$ cat src/rtl/single_port_ram_core.sv
// Single-port register-file RAM with registered read data and a one-cycle valid strobe.
// Defining RAM_PARITY_EN adds a stored even-parity bit per word and a registered parity_err output.
module single_port_ram_core #(
    parameter int DATA_WIDTH = 32,
    parameter int ADDR_WIDTH = 4,
    parameter int DEPTH      = 16
) (
    input  logic                  clk,
    input  logic                  rst,
    input  logic                  wr_en,
    input  logic                  rd_en,
    input  logic [ADDR_WIDTH-1:0] addr,
    input  logic [DATA_WIDTH-1:0] data_in,
    output logic [DATA_WIDTH-1:0] data_out,
`ifdef RAM_PARITY_EN
    output logic                  parity_err,
`endif
    output logic                  valid_out
);

    logic [DATA_WIDTH-1:0] mem_q [DEPTH];
    logic [DATA_WIDTH-1:0] mem_d [DEPTH];
    logic [DATA_WIDTH-1:0] data_out_q, data_out_d;
    logic                  valid_out_q, valid_out_d;

    // A write wins over a simultaneous read; the read is dropped and data_out holds.
    always_comb begin
        mem_d       = mem_q;
        data_out_d  = data_out_q;
        valid_out_d = 1'b0;
        if (wr_en) begin
            mem_d[addr] = data_in;
        end else if (rd_en) begin
            data_out_d  = mem_q[addr];
            valid_out_d = 1'b1;
        end
    end

    always_ff @(posedge clk or posedge rst) begin
        if (rst) begin
            mem_q       <= '{default: '0};
            data_out_q  <= '0;
            valid_out_q <= 1'b0;
        end else begin
            mem_q       <= mem_d;
            data_out_q  <= data_out_d;
            valid_out_q <= valid_out_d;
        end
    end

    assign data_out  = data_out_q;
    assign valid_out = valid_out_q;

`ifdef RAM_PARITY_EN
    logic [DEPTH-1:0] par_q, par_d;
    logic             parity_err_q, parity_err_d;

    // Stored bit makes each word plus parity have even weight; a mismatch flags corruption.
    always_comb begin
        par_d        = par_q;
        parity_err_d = 1'b0;
        if (wr_en) begin
            par_d[addr] = ^data_in;
        end else if (rd_en) begin
            parity_err_d = (^mem_q[addr]) != par_q[addr];
        end
    end

    always_ff @(posedge clk or posedge rst) begin
        if (rst) begin
            par_q        <= '0;
            parity_err_q <= 1'b0;
        end else begin
            par_q        <= par_d;
            parity_err_q <= parity_err_d;
        end
    end

    assign parity_err = parity_err_q;
`endif

endmodule

$ cat config.mk
export PLATFORM = sky130hd
export DESIGN_NAME = single_port_ram_core
export DESIGN_NICKNAME = d
export VERILOG_FILES = /design/src/rtl/single_port_ram_core.sv
export SDC_FILE = /design/constraint.sdc
export NUM_CORES = 1
export LEC_CHECK = 0
export ABC_AREA = 1
export CORE_UTILIZATION = 56
export DETAILED_ROUTE_END_ITERATION = 16
export PLACE_DENSITY = 0.78
export SYNTH_ARGS = -nofsm -noshare
export SYNTH_HDL_FRONTEND = slang
export SYNTH_SLANG_ARGS = --single-unit
$ cat constraint.sdc
create_clock -name clk -period 18.6 [get_ports clk]
set_input_delay 2.79 -clock clk [delete_from_list [all_inputs] [get_ports clk]]
set_output_delay 2.79 -clock clk [all_outputs]
set_load 0.005 [all_outputs]
==> impl_metrics.prom <==
# TYPE chip_impl_metric gauge
chip_impl_info{name="outcome",value="complete, no violations"} 1
chip_impl_metric{name="ant_nets",unit=""} 0
chip_impl_metric{name="core_region_area",unit="mm2"} 0.0435
chip_impl_metric{name="p_leak",unit="nW"} 13.4
chip_impl_metric{name="antenna_violations_before_repair",unit=""} 0
chip_impl_metric{name="synth-seq-area-share",unit="%"} 54.9
chip_impl_metric{name="vdd.ir_drop.worst",unit="mV"} 0.0773
chip_impl_metric{name="drt_iter0_markers",unit=""} 2181
chip_impl_metric{name="crit_required",unit="ns"} 19.20
chip_impl_metric{name="timing.reg2reg.setup_slack",unit="ns"} 17.29
chip_impl_info{name="kind_of_end_point_of_the_critical_path",value="asynchronous set/reset pin"} 1
chip_impl_metric{name="synth.avg_cell_area",unit="um2"} 7.80
chip_impl_metric{name="layout_worst_path_cycle_share",unit="%"} 31.4
chip_impl_info{name="type_of_element_launching_the_critical_path",value="input pin"} 1
chip_impl_metric{name="maxSlewHeadroom",unit="%"} 19.3
chip_impl_info{name="critical_path.most_common_cell",value="sky130_fd_sc_hd__buf_4"} 1
chip_impl_metric{name="floorplan.die.width",unit="um"} 213
chip_impl_metric{name="synth_adder_area_share",unit="%"} 0
chip_impl_metric{name="setup_viol",unit=""} 0
chip_impl_metric{name="synth.area.mux_share",unit="%"} 0
chip_impl_metric{name="synthesis_warning_total",unit=""} 0
chip_impl_metric{name="grt_pass1_vias",unit=""} 20700
chip_impl_metric{name="max-cap-violations",unit=""} 0
chip_impl_metric{name="syn_area",unit="mm2"} 0.0249
chip_impl_info{name="synth_area_leaders",value="sky130_fd_sc_hd__dfrtp_1 55%, sky130_fd_sc_hd__nand2_1 19%, sky130_fd_sc_hd__nor2_1 5.3%"} 1
chip_impl_metric{name="finalMaxSlewViolations",unit=""} 0
chip_impl_metric{name="worst_setup_hold_path_clk_slew",unit="ns"} 0.06
chip_impl_info{name="slowest_stage_cell_crit_path",value="sky130_fd_sc_hd__buf_4"} 1
chip_impl_metric{name="max_slew.worst_pin.slew",unit="ns"} 1.21
chip_impl_metric{name="syn-num-nets",unit=""} 3228
chip_impl_metric{name="timing.fmax",unit="GHz"} 0.171
chip_impl_metric{name="ctsHoldBuffers",unit=""} 0
chip_impl_metric{name="yosys.area_share.simple",unit="%"} 29.9
chip_impl_metric{name="vias",unit=""} 21100
chip_impl_metric{name="routed_via_density",unit=""} 5.65
chip_impl_metric{name="worstSkewPairLatency",unit="ns"} 0.61
chip_impl_metric{name="vert_die_dim",unit="um"} 213
chip_impl_metric{name="first_pass_grt_wire_length",unit="um"} 106000
chip_impl_metric{name="detailed_place_hpwl",unit="um"} 33200
chip_impl_metric{name="synth_top_area_share",unit="%"} 54.9
chip_impl_metric{name="dr.pass1.iters",unit=""} 6
chip_impl_metric{name="crit_fanout",unit=""} 98
chip_impl_metric{name="cts.path.max_buffers",unit=""} 3
chip_impl_metric{name="data_arrival_at_the_endpoint_of_the_critical_path",unit="ns"} 6.45
chip_impl_metric{name="period_needed",unit="ns"} 5.85
chip_impl_info{name="cp_cell_sequence",value="clkdlybuf4s50_1 > inv_8 > buf_4 > buf_4 > buf_4"} 1
chip_impl_metric{name="finalHoldViolations",unit=""} 0
chip_impl_metric{name="flop_and_latch_count_out_of_synthesis",unit=""} 545
chip_impl_metric{name="synthDistinctLibCells",unit=""} 23
chip_impl_info{name="mostFrequentLayoutCell",value="sky130_fd_sc_hd__nand2_1"} 1
chip_impl_metric{name="synth-compound-area-share",unit="%"} 10.3
chip_impl_info{name="critPathKind",value="in2async"} 1
chip_impl_metric{name="htreeDepth",unit=""} 2
chip_impl_metric{name="floorplan.rows",unit=""} 76
chip_impl_metric{name="routed_wirelength",unit="um"} 64800
chip_impl_metric{name="track_usage",unit="%"} 29.7
chip_impl_metric{name="fraction_of_final_layout_cells_sized_beyond_drive_strength_1",unit="%"} 4.62
chip_impl_info{name="mostFrequentLayoutCells",value="1281 x sky130_fd_sc_hd__nand2_1, 545 x sky130_fd_sc_hd__dfrtp_1, 352 x sky130_fd_sc_hd__nor2_1"} 1
chip_impl_metric{name="dieArea",unit="mm2"} 0.0452
chip_impl_metric{name="drt_drc_violations_left",unit=""} 0
chip_impl_metric{name="start_util",unit="%"} 57.2
chip_impl_info{name="cts_tree",value="yes"} 1
chip_impl_metric{name="gp_congestion",unit=""} 0.785
chip_impl_metric{name="cts.repair_timing.setup_buffer_count",unit=""} 0
chip_impl_metric{name="synthToLayoutAreaGrowth",unit="%"} 10.1
chip_impl_info{name="synth_top_family_by_area",value="simple AND/OR/NAND/NOR gates"} 1
chip_impl_metric{name="grt.overflow.total",unit=""} 0
chip_impl_info{name="synthDominantAreaCellType",value="sky130_fd_sc_hd__dfrtp_1"} 1
chip_impl_metric{name="tritoncts_num_sinks",unit=""} 545
chip_impl_metric{name="clock-skew-final",unit="ns"} 0.0150
chip_impl_metric{name="post_cts.resized_instances",unit=""} 0
chip_impl_metric{name="cts-buffers-inserted",unit=""} 56
chip_impl_metric{name="grt_start_max_net_pins",unit=""} 177
chip_impl_metric{name="floorplan.io_pins",unit=""} 73
chip_impl_info{name="cts.root.buffer_cell",value="sky130_fd_sc_hd__clkbuf_16"} 1
chip_impl_metric{name="critical_path.max_stage_delay",unit="ns"} 0.89
chip_impl_metric{name="wl_per_cell",unit="um"} 17.4
chip_impl_metric{name="totalNegativeSetupSlack",unit="ns"} 0
chip_impl_metric{name="antenna_cells",unit=""} 0
chip_impl_metric{name="count_of_input_and_output_buffers",unit=""} 72
chip_impl_metric{name="synthCells",unit=""} 3188
chip_impl_metric{name="finalNetCount",unit=""} 3141
chip_impl_metric{name="post_synth_xor_area_fraction",unit="%"} 0
chip_impl_info{name="hold_class",value="reg2reg"} 1
chip_impl_metric{name="power_per_standard_cell_area",unit="mW/mm2"} 121
chip_impl_metric{name="design_power_total",unit="W"} 0.00331
chip_impl_info{name="rsz0062_at_grt",value="false"} 1
flip-flops by register name, indices dropped and copies added, names as in the netlist:
signal,count
valid_out,1
data_out,32
mem_q,512
layer usage:
layer | vias up | global-route usage [%] | part of all wire [%]
li1 | 9961 | - | -
met1 | 10200 | 39.5 | 42
met2 | 771 | 48.3 | 47
met3 | 153 | 4.68 | 7.6
met4 | 0 | 12.9 | 3.5
met5 | - | 0 | 0
path summary, 6_finish.rpt:
kind                                  from           end  depth (start not counted)
worst min-delay path             mem_q[15]     mem_q[15]                          2
worst max register to register  mem_q[282]  data_out[26]                          8
min in group asynchronous              rst    mem_q[288]                          2
worst max-delay path                   rst    mem_q[368]                          5
max in group clk                   addr[0]    mem_q[430]                          7
worst min register to register   mem_q[15]     mem_q[15]                          2
critical path: cells and delay by family:
family / cells / cell delay (ns)
buf+inv: 5 / 3.52
where the power goes:
part	internal [W]	total, W	switching (W)
combinational	0.000224	0.000549	0.000325
clock	0.000716	0.00118	0.000464
sequential	0.00144	0.00158	0.000139
metrics by stage:
| step | worst slack, ns | area [um2] | hold slack, ns | std cells | util [%] |
|---|---|---|---|---|---|
| after floorplan | 0.575 | 24900 | 0.453 | 3188 | - |
| after global placement | 12.05 | 25400 | 0.465 | 3628 | 58.5 |
| after detailed placement | 11.94 | 25400 | 0.473 | 3628 | 58.5 |
| after CTS | 12.57 | 27400 | 0.487 | 3726 | 63.0 |
| after global routing | 12.13 | 27400 | 0.503 | 3726 | 63.0 |
| final | 12.75 | 27400 | 0.484 | 3726 | 63.0 |
synthesized netlist by cell type:
cell type / number
sky130_fd_sc_hd__nand2_1: 1281
sky130_fd_sc_hd__nor2_1: 353
sky130_fd_sc_hd__clkbuf_1: 102
sky130_fd_sc_hd__inv_4: 1
sky130_fd_sc_hd__inv_1: 34
sky130_fd_sc_hd__nand2_4: 8
sky130_fd_sc_hd__nand4_1: 32
sky130_fd_sc_hd__dfrtp_1: 545
sky130_fd_sc_hd__o21ai_1: 104
sky130_fd_sc_hd__clkbuf_2: 7
sky130_fd_sc_hd__inv_2: 7
sky130_fd_sc_hd__nand3_1: 160
sky130_fd_sc_hd__nor2_2: 1
sky130_fd_sc_hd__nor2_4: 8
sky130_fd_sc_hd__buf_4: 8
sky130_fd_sc_hd__a21oi_1: 256
sky130_fd_sc_hd__clkinv_1: 1
sky130_fd_sc_hd__nor3_4: 2
sky130_fd_sc_hd__nand3_4: 2
sky130_fd_sc_hd__nor2_8: 2
sky130_fd_sc_hd__buf_2: 108
sky130_fd_sc_hd__o21ai_0: 152
sky130_fd_sc_hd__buf_1: 14
kinds of logic (layout without fill, tap and decap cells):
kind of cell,Yosys count,in the layout
simple gates,1849,1849
flops,545,545
compound gates,512,512
buf+inv,282,235
area by class of cell:
type / count / area, um2
fill: 3733 / 16100
multi-input combinational: 2361 / 10000
inverter: 43 / 179
clock buffer: 79 / 1630
clock inverter: 19 / 303
sequential: 545 / 13600
tap: 585 / 732
timing repair buffer: 94 / 891
No activity file was read; power rests on OpenSTA's default activity.
